[src/rtl/noc_dev_ctrl.sv]
// noc_dev_ctrl: device-side endpoint of the byte-serial NoC link.
// Parses the CmdW/DataW command stream, issues register writes, and queues
// read and write-ack requests in a small FIFO. A responder drains the FIFO
// and produces the CmdR/DataR response stream.
//
// Ports:
//   clk, rst        clock, asynchronous active-low reset
//   CmdW, DataW     inbound stream (CmdW=1 marks a header byte)
//   CmdR, DataR     outbound stream (CmdR=1 marks a header/idle byte)
//   reg_we, reg_waddr, reg_wdata   one-cycle register write strobe
//   reg_raddr, reg_rdata           register read port (rdata combinational)
//   err_clr         clears sticky error flags
//   err_ovf         sticky: request dropped because the FIFO was full
//   err_proto       sticky: illegal opcode or aborted packet
module noc_dev_ctrl #(
  parameter int unsigned RQ_DEPTH = 4
) (
  input  logic       clk,
  input  logic       rst,
  input  logic       CmdW,
  input  logic [7:0] DataW,
  output logic       CmdR,
  output logic [7:0] DataR,
  output logic       reg_we,
  output logic [7:0] reg_waddr,
  output logic [7:0] reg_wdata,
  output logic [7:0] reg_raddr,
  input  logic [7:0] reg_rdata,
  input  logic       err_clr,
  output logic       err_ovf,
  output logic       err_proto
);

  localparam int unsigned AW = $clog2(RQ_DEPTH);

  typedef enum logic [1:0] {P_IDLE, P_ADDR, P_LEN, P_DATA} pState_t;
  typedef enum logic [1:0] {R_IDLE, R_HDR, R_DATA} rState_t;

  // ---------------- parser ----------------
  pState_t    pState, pStateNext;
  logic       pIsWr, pIsWrNext;
  logic [7:0] pAddr, pAddrNext;
  logic [7:0] pLen, pLenNext;
  logic [7:0] pIdx, pIdxNext;
  logic       push;
  logic [7:0] pushLen;
  logic       weNext;
  logic [7:0] waddrNext, wdataNext;
  logic       protoSet;

  always_comb begin
    pStateNext = pState;
    pIsWrNext  = pIsWr;
    pAddrNext  = pAddr;
    pLenNext   = pLen;
    pIdxNext   = pIdx;
    push       = 1'b0;
    pushLen    = pLen;
    weNext     = 1'b0;
    waddrNext  = reg_waddr;
    wdataNext  = reg_wdata;
    protoSet   = 1'b0;
    if (CmdW) begin
      // A header mid-packet aborts it and is then decoded as a fresh header.
      if (pState != P_IDLE) protoSet = 1'b1;
      pStateNext = P_IDLE;
      case (DataW[7:5])
        3'b000: ;
        3'b001: begin pStateNext = P_ADDR; pIsWrNext = 1'b0; end
        3'b010: begin pStateNext = P_ADDR; pIsWrNext = 1'b1; end
        default: protoSet = 1'b1;
      endcase
    end else begin
      case (pState)
        P_ADDR: begin
          pAddrNext  = DataW;
          pStateNext = P_LEN;
        end
        P_LEN: begin
          pLenNext = DataW;
          pIdxNext = '0;
          pushLen  = DataW;
          if (!pIsWr || DataW == 8'd0) begin
            push       = 1'b1;
            pStateNext = P_IDLE;
          end else begin
            pStateNext = P_DATA;
          end
        end
        P_DATA: begin
          weNext    = 1'b1;
          waddrNext = pAddr + pIdx;
          wdataNext = DataW;
          pIdxNext  = pIdx + 8'd1;
          if (pIdx == pLen - 8'd1) begin
            push       = 1'b1;
            pStateNext = P_IDLE;
          end
        end
        default: ;
      endcase
    end
  end

  always_ff @(posedge clk or negedge rst) begin
    if (!rst) begin
      pState    <= P_IDLE;
      pIsWr     <= 1'b0;
      pAddr     <= '0;
      pLen      <= '0;
      pIdx      <= '0;
      reg_we    <= 1'b0;
      reg_waddr <= '0;
      reg_wdata <= '0;
    end else begin
      pState    <= pStateNext;
      pIsWr     <= pIsWrNext;
      pAddr     <= pAddrNext;
      pLen      <= pLenNext;
      pIdx      <= pIdxNext;
      reg_we    <= weNext;
      reg_waddr <= waddrNext;
      reg_wdata <= wdataNext;
    end
  end

  // ---------------- request FIFO ----------------
  // Entry: {isWr, addr, len}
  logic [16:0] fifo [RQ_DEPTH];
  logic [AW:0] wrPtr, rdPtr;
  logic        empty, full, pop, doPush, ovfSet;
  rState_t     rState, rStateNext;

  assign empty  = (wrPtr == rdPtr);
  assign full   = (wrPtr[AW] != rdPtr[AW]) && (wrPtr[AW-1:0] == rdPtr[AW-1:0]);
  assign pop    = (rState == R_IDLE) && !empty;
  assign doPush = push && (!full || pop);
  assign ovfSet = push && full && !pop;

  always_ff @(posedge clk) begin
    if (doPush) fifo[wrPtr[AW-1:0]] <= {pIsWr, pAddr, pushLen};
  end

  always_ff @(posedge clk or negedge rst) begin
    if (!rst) begin
      wrPtr <= '0;
      rdPtr <= '0;
    end else begin
      if (doPush) wrPtr <= wrPtr + 1'b1;
      if (pop)    rdPtr <= rdPtr + 1'b1;
    end
  end

  // ---------------- responder ----------------
  logic       rIsWr;
  logic [7:0] rAddr;
  logic [7:0] rLen, rLenNext;
  logic       cmdRNext;
  logic [7:0] dataRNext, raddrNext;

  always_comb begin
    rStateNext = rState;
    rLenNext   = rLen;
    cmdRNext   = 1'b1;
    dataRNext  = 8'h00;
    raddrNext  = reg_raddr;
    case (rState)
      R_IDLE: if (!empty) rStateNext = R_HDR;
      R_HDR: begin
        dataRNext = rIsWr ? 8'hC0 : 8'hA0;
        raddrNext = rAddr;
        rStateNext = (!rIsWr && rLen != 8'd0) ? R_DATA : R_IDLE;
      end
      R_DATA: begin
        // rLen counts data bytes still to emit.
        cmdRNext  = 1'b0;
        dataRNext = reg_rdata;
        raddrNext = reg_raddr + 8'd1;
        rLenNext  = rLen - 8'd1;
        if (rLen == 8'd1) rStateNext = R_IDLE;
      end
      default: rStateNext = R_IDLE;
    endcase
  end

  always_ff @(posedge clk or negedge rst) begin
    if (!rst) begin
      rState    <= R_IDLE;
      rIsWr     <= 1'b0;
      rAddr     <= '0;
      rLen      <= '0;
      CmdR      <= 1'b1;
      DataR     <= 8'h00;
      reg_raddr <= '0;
    end else begin
      rState    <= rStateNext;
      CmdR      <= cmdRNext;
      DataR     <= dataRNext;
      reg_raddr <= raddrNext;
      if (pop) {rIsWr, rAddr, rLen} <= fifo[rdPtr[AW-1:0]];
      else     rLen <= rLenNext;
    end
  end

  // ---------------- sticky errors (set wins over clear) ----------------
  always_ff @(posedge clk or negedge rst) begin
    if (!rst) begin
      err_ovf   <= 1'b0;
      err_proto <= 1'b0;
    end else begin
      if (ovfSet)       err_ovf <= 1'b1;
      else if (err_clr) err_ovf <= 1'b0;
      if (protoSet)     err_proto <= 1'b1;
      else if (err_clr) err_proto <= 1'b0;
    end
  end

endmodule

[config.mk]
export PLATFORM = sky130hd
export DESIGN_NAME = noc_dev_ctrl
export DESIGN_NICKNAME = d
export VERILOG_FILES = /design/src/rtl/noc_dev_ctrl.sv
export SDC_FILE = /design/constraint.sdc
export NUM_CORES = 1
export LEC_CHECK = 0
export CAP_MARGIN = 40
export CORE_AREA = 5 5 120 122
export DETAILED_ROUTE_END_ITERATION = 8
export DIE_AREA = 0 0 125 127
export GPL_ROUTABILITY_DRIVEN = 0
export PLACE_DENSITY_LB_ADDON = 0.2
export SYNTH_ARGS = -nofsm -noshare
export SYNTH_HDL_FRONTEND = slang
export SYNTH_SLANG_ARGS = --single-unit
[constraint.sdc]
create_clock -name clk -period 3.66 [get_ports clk]
set_input_delay 1.098 -clock clk [delete_from_list [all_inputs] [get_ports clk]]
set_output_delay 1.098 -clock clk [all_outputs]
set_load 0.02 [all_outputs]
* Word level (Yosys, flattened, before mapping)
Memory sizes are Yosys's and may differ from the RTL's.
Index checks and enable logic that the tools add are counted.
** Storage, ports and cells
- Register bits after elaboration :: 88
- Memory bits (writable) :: 68
- Input port bits :: 20
- Output and inout bits :: 36
- Logic and storage cells :: 109
- Memories kept :: 1
** Cells by class
- Add/subtract/negate cells :: 7
- Equality and inequality tests :: 15
- Muxes and demuxes :: 33
- Bitwise operators :: 1
- Reductions and logical operators :: 33
** Memories
- fifo :: words 4, bits a word 17, read ports 1, clocked after Yosys merged registers in 0, write ports 1, line 129 : logic [16:0] fifo [RQ_DEPTH];
** Operator list (count)
- 8-bit case mux with 2 select lines :: 3
- 8-bit two-way mux :: 4
- 8-bit by 1-bit adder with 8-bit output, second input constant :: 2
- 8-bit by 1-bit subtractor with 8-bit output, second input constant :: 2
- 1-bit two-way mux :: 15
- 2-bit nonzero test :: 7
- 2-bit two-way mux :: 6
- 2-bit case mux with 3 select lines :: 2
- 2-bit AND reduction :: 6
- 8-bit adder :: 1
- 8-bit by 1-bit == test with 1-bit output, second input constant :: 1
- 8-bit == test :: 1
- 8-bit logical NOT :: 1
- 8-bit nonzero test :: 1
- 7-bit two-way mux :: 1
- 3-bit by 1-bit adder with 3-bit output, second input constant :: 2
- 2-bit == test, second input constant :: 3
- 1-bit logical AND :: 6
- 1-bit logical NOT :: 5
- 2-bit by 1-bit == test with 1-bit output, second input constant :: 2
- 2-bit inequality test, second input constant :: 2
- 1-bit case mux with 2 select lines :: 2
- 4-bit nonzero test :: 1
- 3-bit by 1-bit == test with 1-bit output, second input constant :: 1
- other kinds (11) :: 12

* Longest topological paths before layout
Gate-level depths: netlist of run 1.
- Depth after elaboration :: 8
- Gate-level depth with buffers :: 9
- Gate-level depth less buffers :: 9

* Worst setup path before layout of run 1
Ideal clock, no wire load.
- Path type :: input port to flip-flop
- Start :: in DataW[6]
- End :: mem fifo[0][0], enable pin
- Library setup time :: 337 ps
- Arrival :: 2682 ps
- Data required time :: 3323 ps
- Setup slack :: 642 ps
- Stages on the path :: 6
- Path buffers :: 1
- Cells stage by stage :: clkbuf_1 -> or4_1 -> o21ai_0 -> nand2_1 -> a211oi_4 -> and2_2
** Between the ends
- Word-level cells in the longest chain between the ends :: 8
** RTL lines
- start: declaration :: line 21 : input logic [7:0] DataW,
- 8-bit logical NOT :: line 83 : if (!pIsWr || DataW == 8'd0) begin
- 1-bit logical OR :: line 83
- 1-bit two-way mux :: line 83
- 1-bit case mux with 2 select lines :: line 74 : case (pState)
- 1-bit two-way mux :: line 63 : if (CmdW) begin
- 1-bit logical AND :: line 137 : assign doPush = push && (!full || pop);
- 1-bit two-way mux :: line 141 : if (doPush) fifo[wrPtr[AW-1:0]] <= {pIsWr, pAddr, pushLen};
- 1-bit two-way mux (implied by the code) :: line 141
- end: declaration :: line 129
Every way passes these cells.

* Worst setup path in the final report of run 1
- Start :: in DataW[4]
- End :: mem fifo[1][12], enable pin
The elaborated chain is that of the path after synthesis.

==> run summary, run 1 <==
Outcome: completed
Drt via density: 5.56
Measured slew at the worst slew-check pin: 0.861 ns
Post-synth EDFFs: 68
CTS clk-pin slew, worst paths: 0.06 ns
Fmax achieved: 316 MHz
Synth unique cells: 53
RSZ-0062 raised after global routing: no
PD cells: 842 nW/um^2
Post-Synth XOR/XNOR Area: 3.15%
Total clock sinks: 156
Residual DRC count: 0
Final hold vios: 0
Root Buffer: clkbuf_16
Fin cells: 794
Mapped cell area: 6950 um^2
Leakage: 0.00337 uW
Crit-path max FO: 17
GR Overflow Total: 0
Final wirelength: 14.1 mm
Maximum vdd drop: 561 uV
Setup_tns: 0 ns
Antenna violations before repair: 0
First-pass GRT wire length: 23.3 mm
Total track usage: 18.9%
Chip width: 125 um
Nets@finish: 650
Clk_lat worst skew: 0.42 ns
Crit path kind: in -> reg
Share of cells above drive strength 1: 17.2%
Final setup viols: 0
Yosys reg bits: 156
Post-synthesis cell count: 531
Iteration-0 DRC Markers: 228
Mux cell area share after synthesis: 10.8%
Die area: 15,900 um^2
Post-synthesis adder-cell area fraction: 4.61%
Port Buffers: 55
CTS buffer count: 17
Wire per inst: 17.7 um
HP Class: reg -> reg
Critical Path Sink Type: register
First-pass DRT Iterations: 4
Row cnt: 42
Largest family of logic cells by synthesized area: multiplexers
Max_slew headroom: 42.6%
Longest Clk Path Bufs: 2
Final period utilization: 86.4%
Setup bufs post-CTS: 0
Sequential-to-total area share from yosys stat: 61.0%
Data arrival, critical path: 3.29 ns
Async SR Flop Fraction: 56.4%
Initial Util: 53.1%
Final clock skew: 0.00748 ns
Post-DP HPWL: 9.74 mm
Min Tclk post-route: 3.16 ns
Area grow syn2layout: 21.3%
Maxcap violations: 0
Syn_nets: 576
Dpl cells: 762
Pin count of the biggest net entering global routing: 83
H-tree depth: 4
Post-detailed-route count of antenna-violating nets: 0
I/O pin total: 56
CTS tree: yes
Max Transition Viols Final: 0
Core footprint: 13,100 um^2
Post_cts resized: 0
Synth Area in Compound Gates: 7.92%
Simple-Gate Fraction of Synth Area: 10.2%
Die Y-Extent: 127 um
Synth Area per Inst: 13.1 um^2
Hold_buf cts: 0
Critical Path Source Type: primary input
Number of global-route vias before repair: 4,563
# diodes: 0
Primary FF master, synth: dfrtp_1
Data required time of the critical path: 3.79 ns
Detailed-route via count: 4,416
Synth warn: 0
-- through the flow --
stage | hold WS (ns) | power (uW) | worst slack (ns) | util, % | instance area [um^2]
3_3_place_gp | 0.460 | 5260 | 0.109 | 59.9 | 7840
3_5_place_dp | 0.463 | 5370 | 0.0653 | 59.9 | 7840
4_1_cts | 0.475 | 7170 | 0.466 | 64.5 | 8440
2_1_floorplan | 0.479 | 4500 | 0.642 | - | 6950
6_report | 0.477 | 7110 | 0.497 | 64.5 | 8440
5_1_grt | 0.471 | 7560 | 0.317 | 64.5 | 8440
-- sequential cells by signal, summed over array words and instances (netlist names) --
signal,flops
CmdR,1
pState,2
wrPtr,3
reg_we,1
reg_wdata,8
pAddr,8
pIsWr,1
err_ovf,1
err_proto,1
rAddr,8
rState,2
rdPtr,3
reg_raddr,8
pLen,8
rIsWr,1
fifo,68
rLen,8
reg_waddr,8
DataR,8
pIdx,8
-- kinds of logic after synthesis --
| group | count (synthesis) |
|---|---|
| flops | 156 |
| compound gates | 91 |
| fa+ha+maj | 25 |
| xor+xnor | 25 |
| mux | 50 |
| buf+inv | 40 |
| simple gates | 144 |
-- path summary, 6_finish.rpt --
kind	startpoint	end	slack (ns)	cells after the start
hold / removal	reg_waddr[0]	reg_waddr[0]	0.48	2
max in group asynchronous	rst	pAddr[7]	2.52	2
min in group asynchronous	rst	DataR[2]	0.49	1
hold reg to reg	reg_waddr[0]	reg_waddr[0]	0.48	2
setup / recovery	DataW[4]	fifo[1][12]	0.50	7
setup reg to reg	pLen[0]	fifo[1][12]	0.91	9
-- power breakdown --
| part | switching, uW | internal, uW | leakage, uW |
|---|---|---|---|
| Combinational | 1300 | 1210 | 0.00139 |
| Clock | 693 | 1070 | 0.000286 |
| Sequential | 455 | 2380 | 0.00169 |
| Total | 2450 | 4660 | 0.00337 |
-- critical path, stage by stage --
cell,delay [ns]
clkdlybuf4s50_1,0.48
or4_1,0.53
o21ai_0,0.31
nand2_1,0.19
a211oi_4,0.30
and2_2,0.22
buf_12,0.17
-- cells in the mapped netlist, types with 2 or more instances --
cell type,count,area (um^2)
dfrtp_1,87,2180
edfxtp_1,68,2040
nand2_1,60,225
o21ai_0,32,160
mux2_2,29,327
a21oi_1,27,135
nor2_1,25,93.8
ha_1,24,300
inv_1,24,90.1
mux4_2,17,383
nand3_1,15,75.1
xnor2_1,14,123
clkbuf_1,11,41.3
xor2_1,11,96.3
and3_1,9,56.3
o22ai_1,7,43.8
a31oi_1,5,31.3
and2_1,5,31.3
nor2b_1,5,31.3
and2_2,4,30.0
buf_2,4,20.0
o31ai_1,4,30.0
a21boi_0,3,22.5
a22o_1,3,26.3
mux2i_1,3,30.0
nor3_1,3,15.0
or3_1,3,18.8
nand4_1,2,12.5
nor3b_1,2,15.0
or4_1,2,15.0
-- cell usage in the layout (no fill, tap or decap), drive strengths merged, types with 4 or more instances in the layout --
master / Yosys / routed
clkdlybuf4s50: 0 / 54
xor2: 11 / 11
o22ai: 7 / 7
a21oi: 27 / 27
nand3: 15 / 15
buf: 5 / 17
xnor2: 14 / 14
clkbuf: 11 / 17
dfrtp: 87 / 87
o21ai: 32 / 32
and3: 9 / 9
a31oi: 5 / 5
nor2: 26 / 26
clkinv: 0 / 7
inv: 24 / 26
nor3: 4 / 4
and2: 9 / 9
nor2b: 5 / 5
ha: 24 / 24
edfxtp: 68 / 68
mux2: 30 / 30
o31ai: 4 / 4
nand2: 60 / 60
mux4: 17 / 17
-- routing by layer --
metal | vias up | GRT usage [%] | share of wire (%)
li1 | 2075 | - | -
met1 | 2222 | 22.7 | 42
met2 | 101 | 33.3 | 52
met3 | 18 | 4.88 | 3.9
met4 | 0 | 6.44 | 1.6
met5 | - | 0 | 0
-- layout make-up --
cell class | count | area, um^2
inverters | 24 | 90.1
repair buffers | 71 | 731
clock inverters | 15 | 173
multi-input cells | 335 | 2550
well taps | 176 | 220
flip-flops and latches | 156 | 4250
clock buffers | 17 | 425
fillers | 955 | 4650
Note: power is estimated with default switching activity, not from simulation.
==> inputs of run 2 (changes only) <==
--- a/config.mk
+++ b/config.mk
@@ -5,10 +5,10 @@
 export SDC_FILE = /design/constraint.sdc
 export NUM_CORES = 1
 export LEC_CHECK = 0
-export CAP_MARGIN = 40
-export CORE_AREA = 5 5 120 122
+export CAP_MARGIN = 20
+export CORE_AREA = 2 2 117 119
 export DETAILED_ROUTE_END_ITERATION = 8
-export DIE_AREA = 0 0 125 127
+export DIE_AREA = 0 0 119 121
 export GPL_ROUTABILITY_DRIVEN = 0
 export PLACE_DENSITY_LB_ADDON = 0.2
 export SYNTH_ARGS = -nofsm -noshare
==> run 2 against run 1 <==
Net effect:
- fmax increased by 0.34%
- wire length decreased by 4.7%
- combinational power decreased by 2%
- flip-flop and latch count unchanged
- design area decreased by 0.25%
- critical path type unchanged
==> run summary, run 2 (synthesis gave the netlist of run 1 again) <==
Outcome: completed
Share of cells above drive strength 1: 17.2%
Wire per inst: 16.9 um
Port Buffers: 55
Measured slew at the worst slew-check pin: 0.860 ns
Max_slew headroom: 42.7%
Post-route setup slack: 0.507 ns
Data arrival, critical path: 3.28 ns
Longest Clk Path Bufs: 2
Maxcap violations: 0
Commonest non-fill, non-tap cells in the layout: dfrtp_1, edfxtp_1, nand2_1, clkdlybuf4s50_1, o21ai_0
Final wirelength: 13.4 mm
Antenna violations before repair: 0
First-pass GRT wire length: 22.5 mm
RSZ-0062 raised after global routing: no
Final hold vios: 0
Area grow syn2layout: 21.0%
Max FFs per register: 68
Drt via density: 5.43
Number of global-route vias before repair: 4,541
Fmax achieved: 317 MHz
Die area: 14,400 um^2
Hold_ws: 0.476 ns
HP Class: reg -> reg
Detailed-route via count: 4,314
Maximum vdd drop: 463 uV
Final clock skew: 0.00637 ns
Post-detailed-route count of antenna-violating nets: 0
GR Overflow Total: 0
Root Buffer: clkbuf_16
Leakage: 0.00334 uW
CTS tree: yes
First-pass DRT Iterations: 4
Die Y-Extent: 121 um
Post_cts resized: 0
I/O pin total: 56
Total track usage: 20.6%
Critical Path Source Type: primary input
Dpl cells: 762
Commonest non-fill, non-tap cell in the layout: dfrtp_1
CTS clk-pin slew, worst paths: 0.06 ns
Worst slack, placed: 0.0442 ns
Fin cells: 794
Residual DRC count: 0
H-tree depth: 4
Crit path kind: in -> reg
Chip width: 119 um
Total clock sinks: 156
Max Transition Viols Final: 0
Post-Route Utilization: 64.3%
Hold_buf cts: 0
Core footprint: 13,100 um^2
Setup bufs post-CTS: 0
# diodes: 0
Min Tclk post-route: 3.15 ns
Setup_tns: 0 ns
CTS buffer count: 17
Pin count of the biggest net entering global routing: 46
Initial Util: 53.1%
PD cells: 832 nW/um^2
Final setup viols: 0
Clk_lat worst skew: 0.42 ns
Post-DP HPWL: 9.48 mm
Data required time of the critical path: 3.79 ns
Final period utilization: 86.1%
Critical Path Sink Type: register
Crit-path max FO: 17
Nets@finish: 650
Iteration-0 DRC Markers: 342
Row cnt: 42
run 2: stage by stage:
stage	power (uW)	instance area, um^2
floorplan	4500	6950
global placement	5250	7840
detailed placement	5360	7840
CTS	7070	8420
global route	7490	8420
finish	7010	8420
run 2: metal layers:
layer | global-route usage, % | vias up | wire (um)
met5 | 0 | - | 0
met4 | 10.4 | 0 | 382
met3 | 4.42 | 30 | 380
met2 | 34.6 | 89 | 6720
met1 | 25.4 | 2119 | 5940
li1 | - | 2076 | -
run 2: final timing paths:
kind                       cells after the start    startpoint  slack [ns]           end
max                                            7      DataW[0]        0.51   fifo[2][10]
min                                            2  reg_wdata[6]        0.48  reg_wdata[6]
max reg2reg                                    9       pLen[0]        0.94   fifo[2][10]
min reg2reg                                    2  reg_wdata[6]        0.48  reg_wdata[6]
max in group asynchronous                      2           rst        2.33       pIdx[6]
min in group asynchronous                      1           rst        0.68      DataR[0]
run 2: report_power, final:
part	switching (uW)	total, uW	internal (uW)
registers	462	2850	2380
clock network	688	1690	1000
logic	1270	2470	1200
run 2: worst max-delay path, stage by stage:
cell,delay [ns]
clkdlybuf4s50_1,0.46
or4_1,0.57
o21ai_0,0.28
nand2_1,0.19
a211oi_4,0.29
and2_2,0.21
buf_12,0.16
run 2: area by class of cell:
class	instances	area, um^2
inverter	24	90.1
fill	965	4670
clock buffer	18	429
multi-input combinational	335	2550
timing repair buffer	71	731
tap	176	220
clock inverter	14	148
sequential	156	4250
==> inputs of run 3 (changes only) <==
--- a/config.mk
+++ b/config.mk
@@ -10,7 +10,9 @@
 export DETAILED_ROUTE_END_ITERATION = 8
 export DIE_AREA = 0 0 119 121
 export GPL_ROUTABILITY_DRIVEN = 0
+export HOLD_SLACK_MARGIN = 0.02
 export PLACE_DENSITY_LB_ADDON = 0.2
 export SYNTH_ARGS = -nofsm -noshare
 export SYNTH_HDL_FRONTEND = slang
 export SYNTH_SLANG_ARGS = --single-unit
+export TNS_END_PERCENT = 50
==> results of run 3 <==
Final layout, timing and power as in run 2 (identical DEF).
